File: src/rtl/sme_pkg.sv
// -----------------------------------------------------------------------------
// sme_pkg
// Shared definitions for the parametrised string-match engine (sme_param):
//   - state_e      : FSM states of the top level
//   - CH_*         : metacharacter and separator codes
//   - to_lower()   : ASCII upper-to-lower fold, used only when the engine is
//                    built with SME_CASE_FOLD_EN defined
// -----------------------------------------------------------------------------
package sme_pkg;

  typedef enum logic [2:0] {
    IDLE,
    LOAD_STR,
    LOAD_PAT,
    SCAN,
    STAR_SCAN,
    DONE
  } state_e;

  localparam logic [7:0] CH_CARET  = 8'h5E;  // '^' start of string / word
  localparam logic [7:0] CH_DOLLAR = 8'h24;  // '$' end of string / word
  localparam logic [7:0] CH_DOT    = 8'h2E;  // '.' any single character
  localparam logic [7:0] CH_STAR   = 8'h2A;  // '*' zero or more characters
  localparam logic [7:0] CH_SPACE  = 8'h20;  // word separator and buffer fill

  function automatic logic [7:0] to_lower(input logic [7:0] c);
    return ((c >= 8'h41) && (c <= 8'h5A)) ? (c | 8'h20) : c;
  endfunction

endpackage

File: src/rtl/sme_char_cmp.sv
// -----------------------------------------------------------------------------
// sme_char_cmp
// Combinational single-element matcher: decides whether one pattern element
// is satisfied at the current string position. All metacharacter semantics
// and the optional case fold live here; the caller handles '*' itself and
// decides how far the string pointer advances.
//
// Build option: SME_CASE_FOLD_EN -- when defined, literal compares fold ASCII
// 'A'-'Z' to 'a'-'z' on both operands (requires CHAR_W >= 8).
//
// Ports:
//   str_char_i  string character at the current position
//   pat_char_i  current pattern element
//   at_start_i  current position is string index 0
//   at_end_i    current position is one past the last string character
//   hit_o       element is satisfied
// -----------------------------------------------------------------------------
module sme_char_cmp
  import sme_pkg::*;
#(
  parameter int CHAR_W = 8
) (
  input  logic [CHAR_W-1:0] str_char_i,
  input  logic [CHAR_W-1:0] pat_char_i,
  input  logic              at_start_i,
  input  logic              at_end_i,
  output logic              hit_o
);

  logic              is_space;
  logic [CHAR_W-1:0] s_lit;
  logic [CHAR_W-1:0] p_lit;

  assign is_space = (str_char_i == CHAR_W'(CH_SPACE));

`ifdef SME_CASE_FOLD_EN
  always_comb begin
    s_lit      = str_char_i;
    p_lit      = pat_char_i;
    s_lit[7:0] = to_lower(str_char_i[7:0]);
    p_lit[7:0] = to_lower(pat_char_i[7:0]);
  end
`else
  assign s_lit = str_char_i;
  assign p_lit = pat_char_i;
`endif

  // NOTE: every signal written in an always_comb gets a value on every path
  // (here via the leading default) so no latch is inferred.
  always_comb begin
    hit_o = 1'b0;
    if (pat_char_i == CHAR_W'(CH_CARET)) begin
      // Start of string, or a space that is consumed so the next element
      // lines up with the first character of the word.
      hit_o = at_start_i || (!at_end_i && is_space);
    end else if (pat_char_i == CHAR_W'(CH_DOLLAR)) begin
      hit_o = at_end_i || is_space;
    end else if (pat_char_i == CHAR_W'(CH_DOT)) begin
      hit_o = !at_end_i;
    end else begin
      // A '*' reaching this point is a second star and compares literally.
      hit_o = !at_end_i && (s_lit == p_lit);
    end
  end

endmodule

File: src/rtl/sme_param.sv
// -----------------------------------------------------------------------------
// sme_param
// Parametrised string-match engine. A string is loaded byte-serially, then
// one or more patterns; each pattern is searched in the retained string and
// the leftmost match start is reported with a one-cycle valid strobe.
//
// Build option: SME_CASE_FOLD_EN (see sme_char_cmp) enables case-insensitive
// literal compares.
//
// Ports:
//   clk          rising-edge clock
//   reset        synchronous, active-high reset
//   chardata     input character, qualified by isstring / ispattern
//   isstring     chardata is the next string character (wins over ispattern)
//   ispattern    chardata is the next pattern character
//   busy         search in progress; inputs ignored
//   valid        one-cycle result strobe
//   match        pattern found (held until the next valid)
//   match_index  start of the leftmost match, 0 when no match
// -----------------------------------------------------------------------------
module sme_param
  import sme_pkg::*;
#(
  parameter int MAX_STR_LEN = 32,
  parameter int MAX_PAT_LEN = 8,
  parameter int CHAR_W      = 8,
  parameter int IDX_W       = $clog2(MAX_STR_LEN + 1)
) (
  input  logic              clk,
  input  logic              reset,
  input  logic [CHAR_W-1:0] chardata,
  input  logic              isstring,
  input  logic              ispattern,
  output logic              busy,
  output logic              valid,
  output logic              match,
  output logic [IDX_W-1:0]  match_index
);

  localparam int               PI_W    = $clog2(MAX_PAT_LEN + 1);
  localparam logic [IDX_W-1:0] STR_MAX = IDX_W'(MAX_STR_LEN);
  localparam logic [PI_W-1:0]  PAT_MAX = PI_W'(MAX_PAT_LEN);
  localparam logic [IDX_W-1:0] IDX_ONE = IDX_W'(1);
  localparam logic [PI_W-1:0]  PI_ONE  = PI_W'(1);

  state_e           state_q,     state_d;
  logic [IDX_W-1:0] str_len_q,   str_len_d;
  logic [PI_W-1:0]  pat_len_q,   pat_len_d;
  logic [IDX_W-1:0] st_q,        st_d;       // start position of this attempt
  logic [IDX_W-1:0] si_q,        si_d;       // string compare pointer
  logic [PI_W-1:0]  pi_q,        pi_d;       // pattern compare pointer
  logic [IDX_W-1:0] star_si_q,   star_si_d;  // string position the star span ends at
  logic [PI_W-1:0]  star_pi_q,   star_pi_d;  // pattern index of the star
  logic [IDX_W-1:0] cand_q,      cand_d;     // match_index if this attempt succeeds
  logic             lead_q,      lead_d;     // still inside the leading '^' run
  logic             match_q,     match_d;
  logic [IDX_W-1:0] match_idx_q, match_idx_d;

  // Both buffers carry one entry beyond the maximum so the pointer widths
  // index them exactly; the extra string entry always holds a space and is
  // what the comparator sees at the end of a full string.
  logic [CHAR_W-1:0] str_q [MAX_STR_LEN+1];
  logic [CHAR_W-1:0] pat_q [MAX_PAT_LEN+1];

  logic              str_in, pat_in;
  logic              str_first, str_app, pat_first, pat_app;
  logic [CHAR_W-1:0] cur_s, cur_p;
  logic              at_start, at_end, p_last;
  logic              is_star, is_caret, is_space;
  logic              hit, consume;

  assign str_in   = isstring;
  assign pat_in   = ispattern & ~isstring;

  assign cur_s    = str_q[si_q];
  assign cur_p    = pat_q[pi_q];
  assign at_start = (si_q == '0);
  assign at_end   = (si_q == str_len_q);
  assign p_last   = (pi_q == (pat_len_q - PI_ONE));
  assign is_star  = (cur_p == CHAR_W'(CH_STAR));
  assign is_caret = (cur_p == CHAR_W'(CH_CARET));
  assign is_space = (cur_s == CHAR_W'(CH_SPACE));

  // Every hit consumes one character except '^' matched at string start and
  // '$' matched at string end, which are zero-width.
  assign consume  = !at_end && (!is_caret || is_space);

  sme_char_cmp #(
    .CHAR_W (CHAR_W)
  ) u_char_cmp (
    .str_char_i (cur_s),
    .pat_char_i (cur_p),
    .at_start_i (at_start),
    .at_end_i   (at_end),
    .hit_o      (hit)
  );

  always_comb begin
    state_d     = state_q;
    str_len_d   = str_len_q;
    pat_len_d   = pat_len_q;
    st_d        = st_q;
    si_d        = si_q;
    pi_d        = pi_q;
    star_si_d   = star_si_q;
    star_pi_d   = star_pi_q;
    cand_d      = cand_q;
    lead_d      = lead_q;
    match_d     = match_q;
    match_idx_d = match_idx_q;
    str_first   = 1'b0;
    str_app     = 1'b0;
    pat_first   = 1'b0;
    pat_app     = 1'b0;

    unique case (state_q)
      IDLE: begin
        if (str_in) begin
          str_first = 1'b1;
          str_len_d = IDX_ONE;
          state_d   = LOAD_STR;
        end else if (pat_in) begin
          pat_first = 1'b1;
          pat_len_d = PI_ONE;
          state_d   = LOAD_PAT;
        end
      end

      LOAD_STR: begin
        if (str_in) begin
          if (str_len_q < STR_MAX) begin
            str_app   = 1'b1;
            str_len_d = str_len_q + IDX_ONE;
          end
        end else if (pat_in) begin
          pat_first = 1'b1;
          pat_len_d = PI_ONE;
          state_d   = LOAD_PAT;
        end else begin
          // A gap ends the string; it stays stored for later patterns.
          state_d = IDLE;
        end
      end

      LOAD_PAT: begin
        if (pat_in) begin
          if (pat_len_q < PAT_MAX) begin
            pat_app   = 1'b1;
            pat_len_d = pat_len_q + PI_ONE;
          end
        end else begin
          // End of the pattern burst (a string character here is ignored).
          st_d    = '0;
          si_d    = '0;
          pi_d    = '0;
          cand_d  = '0;
          lead_d  = 1'b1;
          state_d = SCAN;
        end
      end

      SCAN, STAR_SCAN: begin
        if ((state_q == SCAN) && is_star) begin
          // First star: remember where it sits and start with an empty span.
          star_pi_d = pi_q;
          star_si_d = si_q;
          lead_d    = 1'b0;
          if (p_last) begin
            match_d     = 1'b1;
            match_idx_d = cand_q;
            state_d     = DONE;
          end else begin
            pi_d    = pi_q + PI_ONE;
            state_d = STAR_SCAN;
          end
        end else if (hit) begin
          if (consume) begin
            si_d = si_q + IDX_ONE;
          end
          if (lead_q) begin
            if (is_caret) begin
              if (consume) begin
                cand_d = si_q + IDX_ONE;
              end
            end else begin
              lead_d = 1'b0;
            end
          end
          if (p_last) begin
            match_d     = 1'b1;
            match_idx_d = cand_d;
            state_d     = DONE;
          end else begin
            pi_d = pi_q + PI_ONE;
          end
        end else if (state_q == SCAN) begin
          // Mismatch before any star: retry from the next start position,
          // without spending an extra cycle on the restart.
          if (st_q == str_len_q) begin
            match_d     = 1'b0;
            match_idx_d = '0;
            state_d     = DONE;
          end else begin
            st_d   = st_q + IDX_ONE;
            si_d   = st_q + IDX_ONE;
            cand_d = st_q + IDX_ONE;
            pi_d   = '0;
            lead_d = 1'b1;
          end
        end else begin
          // Mismatch after the star: grow the star span by one character.
          // Once the span has swallowed the whole string the search fails;
          // later start positions only see a subset of the same suffix tries.
          if (star_si_q == str_len_q) begin
            match_d     = 1'b0;
            match_idx_d = '0;
            state_d     = DONE;
          end else begin
            star_si_d = star_si_q + IDX_ONE;
            si_d      = star_si_q + IDX_ONE;
            pi_d      = star_pi_q + PI_ONE;
          end
        end
      end

      DONE: begin
        state_d = IDLE;
      end

      default: begin
        state_d = IDLE;
      end
    endcase
  end

  // NOTE: sequential state is written with non-blocking assignments only, so
  // every register samples the values from before the clock edge.
  always_ff @(posedge clk) begin
    if (reset) begin
      state_q     <= IDLE;
      str_len_q   <= '0;
      pat_len_q   <= '0;
      st_q        <= '0;
      si_q        <= '0;
      pi_q        <= '0;
      star_si_q   <= '0;
      star_pi_q   <= '0;
      cand_q      <= '0;
      lead_q      <= 1'b0;
      match_q     <= 1'b0;
      match_idx_q <= '0;
    end else begin
      state_q     <= state_d;
      str_len_q   <= str_len_d;
      pat_len_q   <= pat_len_d;
      st_q        <= st_d;
      si_q        <= si_d;
      pi_q        <= pi_d;
      star_si_q   <= star_si_d;
      star_pi_q   <= star_pi_d;
      cand_q      <= cand_d;
      lead_q      <= lead_d;
      match_q     <= match_d;
      match_idx_q <= match_idx_d;
    end
  end

  // NOTE: the string buffer is reset because its space fill is architectural
  // (it is what the comparator sees past the end); the pattern buffer is not,
  // since only entries below pat_len, all written first, are ever read.
  always_ff @(posedge clk) begin
    if (reset) begin
      for (int i = 0; i <= MAX_STR_LEN; i++) begin
        str_q[i] <= CHAR_W'(CH_SPACE);
      end
    end else if (str_first) begin
      for (int i = 1; i <= MAX_STR_LEN; i++) begin
        str_q[i] <= CHAR_W'(CH_SPACE);
      end
      str_q[0] <= chardata;
    end else if (str_app) begin
      str_q[str_len_q] <= chardata;
    end
  end

  always_ff @(posedge clk) begin
    if (pat_first) begin
      pat_q[0] <= chardata;
    end else if (pat_app) begin
      pat_q[pat_len_q] <= chardata;
    end
  end

  assign busy        = (state_q == SCAN) || (state_q == STAR_SCAN);
  assign valid       = (state_q == DONE);
  assign match       = match_q;
  assign match_index = match_idx_q;

endmodule

File: config.mk
export PLATFORM = sky130hd
export DESIGN_NAME = sme_param
export DESIGN_NICKNAME = d
export VERILOG_FILES = /design/src/rtl/sme_pkg.sv /design/src/rtl/sme_char_cmp.sv /design/src/rtl/sme_param.sv
export SDC_FILE = /design/constraint.sdc
export NUM_CORES = 1
export LEC_CHECK = 0
export BUFFER_PORTS_ARGS = -buffer_cell sky130_fd_sc_hd__buf_4
export CAP_MARGIN = 20
export CORE_MARGIN = 2
export CORE_UTILIZATION = 63
export DETAILED_ROUTE_END_ITERATION = 10
export GPL_TIMING_DRIVEN = 0
export MAX_ROUTING_LAYER = met4
export PLACE_DENSITY_LB_ADDON = 0.05
export SLEW_MARGIN = 25
export SYNTH_ARGS = -nofsm -noshare
export SYNTH_HDL_FRONTEND = slang
export SYNTH_HIERARCHICAL = 1
export SYNTH_SLANG_ARGS = --single-unit
File: constraint.sdc
create_clock -name clk -period 5.6 [get_ports clk]
set_input_delay 1.12 -clock clk [delete_from_list [all_inputs] [get_ports clk]]
set_output_delay 1.12 -clock clk [all_outputs]
set_load 0.01 [all_outputs]
# Word-level counts from Yosys, hierarchy flattened
# Memory sizes are Yosys's and may differ from the RTL's. A register that Yosys moved wholly into a read port is not among the register bits.
# Index checks and enable logic that the tools add are counted.
# op_classes
n_eq_ne	47
reduce_logical	32
bitwise_logic	35
order_cmp	2
n_mux	143
addsub	8
# ops
op	n
2-to-1 mux 8 bit	35
2-to-1 mux 6 bit	31
2-to-1 mux 4 bit	14
case mux 6 bit (2 select lines)	4
2-to-1 mux 1 bit	44
bitwise OR 1 bit	33
equality test 8 x 6 -> 1 bit, second input constant	4
inequality test 2 bit, second input constant	16
2-to-1 mux 3 bit	10
adder 6 x 1 -> 6 bit, second input constant	4
inequality test 4 bit, second input constant	6
inequality test 5 bit, second input constant	4
equality test 6 bit	3
AND reduction 6 bit	3
case mux 4 bit (2 select lines)	2
AND reduction 4 bit	4
OR reduction 8 bit	2
AND reduction 5 bit	3
adder 4 x 1 -> 4 bit, second input constant	3
inequality test 3 bit, second input constant	4
case mux 3 bit (4 select lines)	1
equality test 8 x 7 -> 1 bit, second input constant	1
equality test 8 bit	1
equality test 3 x 2 -> 1 bit, second input constant	2
other kinds (21)	33
# totals
memories	2
wordCells	281
ram_bits	336
reg_bits	53
input_bits	12
# memory_table
name	depth	word_bits	rd	rd_ports_with_merged_regs	write_ports	line	text
str_q	33	8	1	1	33	sme_param.sv:62	logic [CHAR_W-1:0] str_q [MAX_STR_LEN+1];
pat_q	9	8	1	1	1	sme_param.sv:63	logic [CHAR_W-1:0] pat_q [MAX_PAT_LEN+1];

# Depth between registers and ports, before layout
# Gate-level depths: netlist of run 1.
# logic_depth
depth_word	11
depth_mapped	20

# Hierarchy
# Netlist of run 1, hierarchy kept.
# modules_own_cells
module	instances	seq_area_each_um2	area_each_um2	cells_each
sme_param	1	18798.0	28482.3	1851
sme_char_cmp	1	0.0	205.2	24

# Worst setup path before layout of run 1
# No wires, ideal clock.
# synth_timing
path_kind	reg2reg
startpoint	register (tool-made name)
endpoint	register match_idx_q[2], in the netlist match_index[2]
arrival_time_ns	4.062
path_stages_with_launch	20
slack_ns	1.455
period_less_slack_ns	4.145
t_required_ns	5.518
path_buffers	5
cell_sequence	dfxtp_1 -> buf_6 -> buf_6 -> buf_6 -> buf_4 -> mux4_2 -> a22oi_1 -> nand3b_1 -> nand3_1 -> nand2_1 -> xor2_1 -> nor4_2 -> a22oi_1 -> o211ai_2 -> buf_4 -> nor2_1 -> nor3_1 -> a211oi_2 -> or4_4 -> o221ai_1
# synth_lines
element	line	text
to (signal assigned)	sme_param.sv:264	match_idx_q <= match_idx_d;
to (decl)	sme_param.sv:57	logic [IDX_W-1:0] match_idx_q, match_idx_d;

==> qor.yml, run 1 <==
setup_path:
  crit_top_cell: "buf_4"
  slowest_delay_ns: 0.82
  cp.required_ns: 6.08
  worstPathCellList: "buf_4 -> clkbuf_1 -> mux4_2 -> mux2i_1 -> a221oi_1 -> a22o_1 -> xor2_1 -> nor4_1 -> a22oi_1 -> o211ai_2 -> buf_4 -> o21a_1 -> o21ai_0 -> nor3_1 -> nand2_1 -> buf_2 -> o2bb2ai_1"
  worstPathMaxFanout: 10
  cp_slowest_cell: "clkbuf_1"
  start_kind: "flop"
  cp_data_arrival_time_ns: 5.93
  worst-setup-path-type: "flop to flop"
  critPathCaptureType: "flop"
  ff2ff_setup_slack_ns: 0.14
yosys:
  ys_async_sr_fraction: 0
  yosys.area.top_type: "edfxtp_1"
  ys.warnings.count: 6
  yosysSeqAreaShare: 0.655
  ys_ff_latch: 647
  netlist_top_cells_area: "edfxtp_1, mux4_2, and2_1"
  synth_cell_types: 85
  syn_inst: 1875
  synth_area_sq_mm: 0.0287
  yosysTopAreaCellShare: 0.611
  yosys_most_used_dff: "edfxtp_1"
  synth_edf_count: 584
  avgSynthCellArea_sq_um: 15.3
floorplanning:
  die_w_microns: 217
  core_sq_mm: 0.0452
  io_pins: 21
  die_y_microns: 217
  rows: 78
  start_util: 0.635
  fp.dieArea_sq_mm: 0.0473
clock_tree:
  cts_setup_buffers: 0
  cts_buffer_depth: 3
  clk_pin_slew_worst_paths_ns: 0.06
  cts_tree: "done"
  clock_latency_ns: 0.61
  htreeDepth: 3
  cts_root_buffer: "clkbuf_16"
  numCtsBuffers: 67
  clkSinkCount: 647
route:
  wl_per_cell_microns: 25.5
  num_vias: 17700
  dr.pass1.iters: 6
  drtIter0Drc: 2154
  antenna_left: 0
  drc_errors: 0
  vias_per_cell: 6.12
  wirelength_microns: 73500
finish:
  n_fill_cell: 2944
  most-common-layout-cells: "edfxtp_1, conb_1, and2_1"
  fin_area_sq_mm: 0.0327
  area_growth_pct: 14.0
  utilization: 0.724
  final_common_cell: "edfxtp_1"
  final_net_count: 2258
  layout-drive-gt1-share: 0.151
  multiInputGateArea_sq_mm: 0.0102
  layout.area.seq_sq_mm: 0.0188
status:
  outcome: "complete, no violations"
place:
  io_buffers: 20
  dpl_cell_area_sq_mm: 0.0307
  routabilityCongestion: 0.965
  dp_hpwl_microns: 50700
timing:
  min_period_over_period: 0.974
  finalSetupViolCount: 0
  slew_headroom: 0.279
  maxSlewViolCount: 0
  rsz0062_at_grt: "no"
  max_freq_ghz: 0.183
  finalHoldViolCount: 0
  finalClockSkew_ns: 0.0190
  worst_pin_slew_ns: 1.08
  period_minus_slack_ns: 5.46
run:
  drv_cap: 0
grt:
  met1_usage: 0.424
  use_met3: 0.0717
  grt_busiest_layer: "met2"
  grt-ovfl-total: 0
  use_met2: 0.523
  antenna_found_initial: 5
  grt_pass1_wl_microns: 109000
  grt_pass1_vias: 17600
  grt_max_degree: 46
  grtUsageTotal: 0.331
power:
  ir_drop_uv: 279
  leakage_nw: 11.7
  power_density_mw_per_mm2: 337
hold_path:
  min_path_type: "flop to flop"
-- cell type report --
cell class                 instances  share of cell area
antenna                            1           0.0000765
buffer                           128              0.0207
clock buffer                      79              0.0539
clock inverter                    36             0.00677
inverter                          24             0.00275
multi-input combinational       1338               0.311
sequential                       647               0.575
tap                              600              0.0230
timing repair buffer              31             0.00696
-- worst max-delay path: cells and delay by family (launching register included) --
| family | cells | cell delay [ns] |
|---|---|---|
| AO/OA/AOI/OAI | 7 | 1.63 |
| XOR/XNOR | 1 | 0.17 |
| buffers and inverters | 4 | 1.57 |
| flip-flops | 1 | 0.37 |
| multiplexers | 2 | 0.77 |
| AND/OR/NAND/NOR | 3 | 0.80 |
-- stage by stage --
| step | TNS (ns) | total power (W) | hold slack (ns) | instances | worst slack [ns] |
|---|---|---|---|---|---|
| global route | 0 | 0.0113 | 0.535 | 2884 | 0.0738 |
| CTS | 0 | 0.0110 | 0.500 | 2883 | 0.0301 |
| finish | 0 | 0.0110 | 0.493 | 2884 | 0.143 |
| floorplan | 0 | 0.00654 | 0.463 | 2137 | 1.46 |
| global placement | -2.57 | 0.00689 | 0.473 | 2757 | -0.251 |
| detailed placement | -2.32 | 0.00695 | 0.484 | 2768 | -0.226 |
-- layer usage --
layer | share of wire | wire length (microns)
met1 | 0.38 | 28000
met2 | 0.48 | 35400
met3 | 0.092 | 6790
met4 | 0.045 | 3320
met5 | 0 | 0
-- kinds of logic after synthesis --
logic type	after synthesis	synth area share
buffers and inverters	152	0.0255
flip-flops	647	0.655
XOR/XNOR	51	0.0156
other	2	0.000262
adder cells (fa/ha/maj)	9	0.00393
AO/OA/AOI/OAI	224	0.0543
AND/OR/NAND/NOR	584	0.113
multiplexers	206	0.132
-- path summary, 6_finish.rpt --
| kind | from | endpoint | cells after the start |
|---|---|---|---|
| worst max register to register | flop | flop | 17 |
| worst min-delay path | match_index[4] | match_index[4] | 2 |
| worst min register to register | match_index[4] | match_index[4] | 2 |
| worst max-delay path | flop | flop | 17 |
-- synthesized netlist by cell type, types with 31 or more instances --
| cell type | n |
|---|---|
| a21oi_1 | 31 |
| and2_1 | 225 |
| clkbuf_1 | 86 |
| dfxtp_1 | 63 |
| edfxtp_1 | 584 |
| mux2i_1 | 62 |
| mux4_2 | 137 |
| nand2_1 | 100 |
| nand3_1 | 32 |
| nor2_1 | 88 |
| o21ai_0 | 53 |
| or3_1 | 40 |
| xor2_1 | 33 |
-- power breakdown --
group / switching, W / internal [W]
combinational: 0.000694 / 0.000349
clock: 0.00181 / 0.00233
sequential: 0.000112 / 0.00573
total: 0.00262 / 0.00841
-- state kept, by name, summed over array words and instances, names as in the netlist, named ones only --
name / count
cand_q: 6
lead_q: 1
match: 1
match_index: 6
pat_len_q: 4
pat_q: 72
pi_q: 4
si_q: 6
st_q: 6
star_pi_q: 4
star_si_q: 6
state_q: 3
str_len_q: 6
str_q: 512
-- timing repair --
item,4_1_cts,5_1_grt
resized for setup,4,15
endpoints found under the setup margin,24,21
hold buffers,0,0
Power figures use the tool's default switching activity.
==> inputs of run 2 (changes only) <==
--- a/config.mk
+++ b/config.mk
@@ -5,10 +5,12 @@
 export SDC_FILE = /design/constraint.sdc
 export NUM_CORES = 1
 export LEC_CHECK = 0
+export ABC_AREA = 1
 export BUFFER_PORTS_ARGS = -buffer_cell sky130_fd_sc_hd__buf_4
 export CAP_MARGIN = 20
 export CORE_MARGIN = 2
 export CORE_UTILIZATION = 63
+export CTS_CLUSTER_DIAMETER = 80
 export DETAILED_ROUTE_END_ITERATION = 10
 export GPL_TIMING_DRIVEN = 0
 export MAX_ROUTING_LAYER = met4
==> qor.yml, run 2 <==
yosys:
  yosys_most_used_dff: "edfxtp_1"
  syn_inst: 2974  # +59%
  synth_edf_count: 584  # unchanged
  yosys.cell_count.top_type: "nand2_1"
  ys_async_sr_fraction: 0  # unchanged
  ys.warnings.count: 6  # unchanged
  yosysTopAreaCellShare: 0.603  # -0.00826
  synthTopCellsByCount: "nand2_1, edfxtp_1, nand3_1, nor2_1, inv_1"
  avgSynthCellArea_sq_um: 9.78  # -36%
  synth_area_sq_mm: 0.0291  # +1.4%
  ys_ff_latch: 647  # unchanged
  yosys.area.top_type: "edfxtp_1"
  netlist_top_cells_area: "edfxtp_1, nand2_1, nand3_1"
  synth_cell_types: 44  # -48%
  yosysSeqAreaShare: 0.646  # -0.00885
timing:
  tns_ns: 0  # unchanged
  min_period_over_period: 0.945  # -0.0297
  max_freq_ghz: 0.189  # +3.1%
  holdWs_ns: 0.485  # -0.00759 ns
  rsz0062_at_grt: "no"
  worst_pin_slew_ns: 0.948  # -0.133 ns
  slew_headroom: 0.368  # +0.0887
  maxSlewViolCount: 0  # unchanged
  period_minus_slack_ns: 5.29  # -0.167 ns
  finalClockSkew_ns: 0.0409  # +0.0218 ns
  finalSetupViolCount: 0  # unchanged
  finalHoldViolCount: 0  # unchanged
finish:
  largest_reg_flops: 512  # unchanged
  layout.area.seq_sq_mm: 0.0188  # unchanged
  layout-drive-gt1-share: 0.0671  # -0.0836
  fin_area_sq_mm: 0.0330  # +0.92%
  area_growth_pct: 13.5
  multiInputGateArea_sq_mm: 0.00972  # -4.5%
  top_regs: "str_q: 512 flops, pat_q: 72 flops"
  n_fill_cell: 3429  # +16%
  final_common_cell: "nand2_1"
  final_net_count: 3345  # +48%
  most-common-layout-cells: "nand2_1, edfxtp_1, nand3_1"
  utilization: 0.726  # +0.00194
  regMostFlops: "str_q"
status:
  outcome: "complete, no violations"
clock_tree:
  clkSinkCount: 647  # unchanged
  cts_resized: 0  # -4
  cts_setup_buffers: 0  # unchanged
  htreeDepth: 3  # unchanged
  clk_pin_slew_worst_paths_ns: 0.06  # about the same
  cts_tree: "done"
  cts_root_buffer: "clkbuf_16"
  clock_latency_ns: 0.63  # +0.02 ns
  cts_hold_buf: 0  # unchanged
  numCtsBuffers: 67  # unchanged
  cts_buffer_depth: 3  # unchanged
route:
  dr.pass1.iters: 6  # unchanged
  antenna_left: 0  # unchanged
  drtIter0Drc: 4393  # +100%
  num_vias: 23900  # +35%
  wl_met1_microns: 33500  # +19%
  wl_per_cell_microns: 23.4  # -8.2%
  wl_met3_microns: 13800  # +100%
  routed.top_layer: "met4"
  vias_per_cell: 6.01  # -1.9%
  wirelength_microns: 92900  # +26%
  wl_met2_microns: 40400  # +14%
  drc_errors: 0  # unchanged
hold_path:
  min_to: "cand_q[2]"
  min_path_type: "flop to flop"
  min_from: "cand_q[2]"
  whs_path_depth: 2  # unchanged
setup_path:
  cp.required_ns: 6.11  # +0.03 ns
  ff2ff_setup_slack_ns: 0.31  # +0.17 ns
  critPathCaptureType: "flop"
  worst-setup-path-type: "flop to flop"
  timing.rr.end: "cand_q[0]"
  r2r_cells: 22  # +5
  start_kind: "flop"
  cp_data_arrival_time_ns: 5.80  # -0.13 ns
  worstPathMaxFanout: 10  # unchanged
power:
  ir_drop_uv: 386  # +38%
  leakage_nw: 13.3  # +14%
  power_density_mw_per_mm2: 461  # +37%
floorplanning:
  start_util: 0.639  # +0.00455
  die_y_microns: 219  # +0.67%
  die_w_microns: 219  # +0.67%
  io_pins: 21  # unchanged
  fp.dieArea_sq_mm: 0.0479  # +1.3%
  rows: 78  # unchanged
  core_sq_mm: 0.0455  # +0.65%
place:
  dp_hpwl_microns: 62300  # +23%
  routabilityCongestion: 1.04  # +8.0%
  io_buffers: 19  # -5.0%
  dpl_cell_area_sq_mm: 0.0310  # +1.0%
grt:
  grt_pass1_vias: 22800  # +30%
  grt-ovfl-total: 0  # unchanged
  grtUsageTotal: 0.405  # +0.0734
  grt_pass1_wl_microns: 135000  # +24%
  antenna_found_initial: 2  # -3
  grt_max_degree: 42  # -8.7%
run:
  drv_cap: 0  # unchanged
run 2: worst max path at each step:
stage                            to  from  slack, ns
after floorplan           cand_q[3]  flop       2.44
after global placement    cand_q[2]  flop       0.51
after detailed placement  cand_q[0]  flop       0.55
after CTS                 cand_q[0]  flop       0.48
after global routing      cand_q[3]  flop       0.06
final                     cand_q[0]  flop       0.31
run 2: layout make-up:
cell class / instances / area share
inverters: 191 / 0.0218
repair buffers: 19 / 0.00432
clock inverters: 26 / 0.00500
flip-flops and latches: 647 / 0.570
multi-input cells: 2232 / 0.295
clock buffers: 88 / 0.0561
well taps: 600 / 0.0227
diodes: 1 / 0.0000758
plain buffers: 166 / 0.0259
run 2: per-layer routing:
metal | up-vias | track usage
met5 | - | -
met4 | 0 | 0.191
met3 | 380 | 0.108
met2 | 1862 | 0.585
met1 | 11100 | 0.538
li1 | 10500 | -
run 2: logic make-up (layout without fill, tap and decap cells):
logic type	after synthesis	count (layout)	synth area share
simple gates	1752	1752	0.252
flops	647	647	0.646
buf+inv	357	490	0.0542
compound gates	180	180	0.0353
xor+xnor	27	27	0.00813
fa+ha+maj	9	9	0.00387
other cells	2	265	0.000258
run 2: through the flow:
step	cells	worst slack, ns	power [W]
after detailed placement	3855	0.547	0.0108
after global placement	3855	0.510	0.0107
final	3970	0.310	0.0152
after CTS	3969	0.479	0.0150
after global routing	3970	0.0617	0.0157
after floorplan	3236	2.44	0.00899
run 2: power by group:
part	total [W]	internal [W]	leakage, nW	switching, W
combinational	0.00481	0.00120	6.05	0.00361
sequential	0.00619	0.00594	6.30	0.000251
clock	0.00423	0.00240	0.989	0.00183
run 2: critical path, cell delays in order (launching register included):
cell,delay (ns)
dfxtp_1,0.34
clkbuf_1,0.54
clkbuf_1,0.65
nand3_1,0.23
nand2_1,0.16
nand2_1,0.07
nand3_1,0.09
nand3_1,0.16
nand2_1,0.32
inv_1,0.07
nand2_1,0.07
nand3_1,0.08
nor2_1,0.09
nand2_1,0.07
nand2_1,0.06
nand2_1,0.06
a21oi_2,0.26
clkinv_1,0.34
a211oi_1,0.55
nand2_1,0.32
nor2_1,0.43
nand2_1,0.10
a21oi_1,0.14
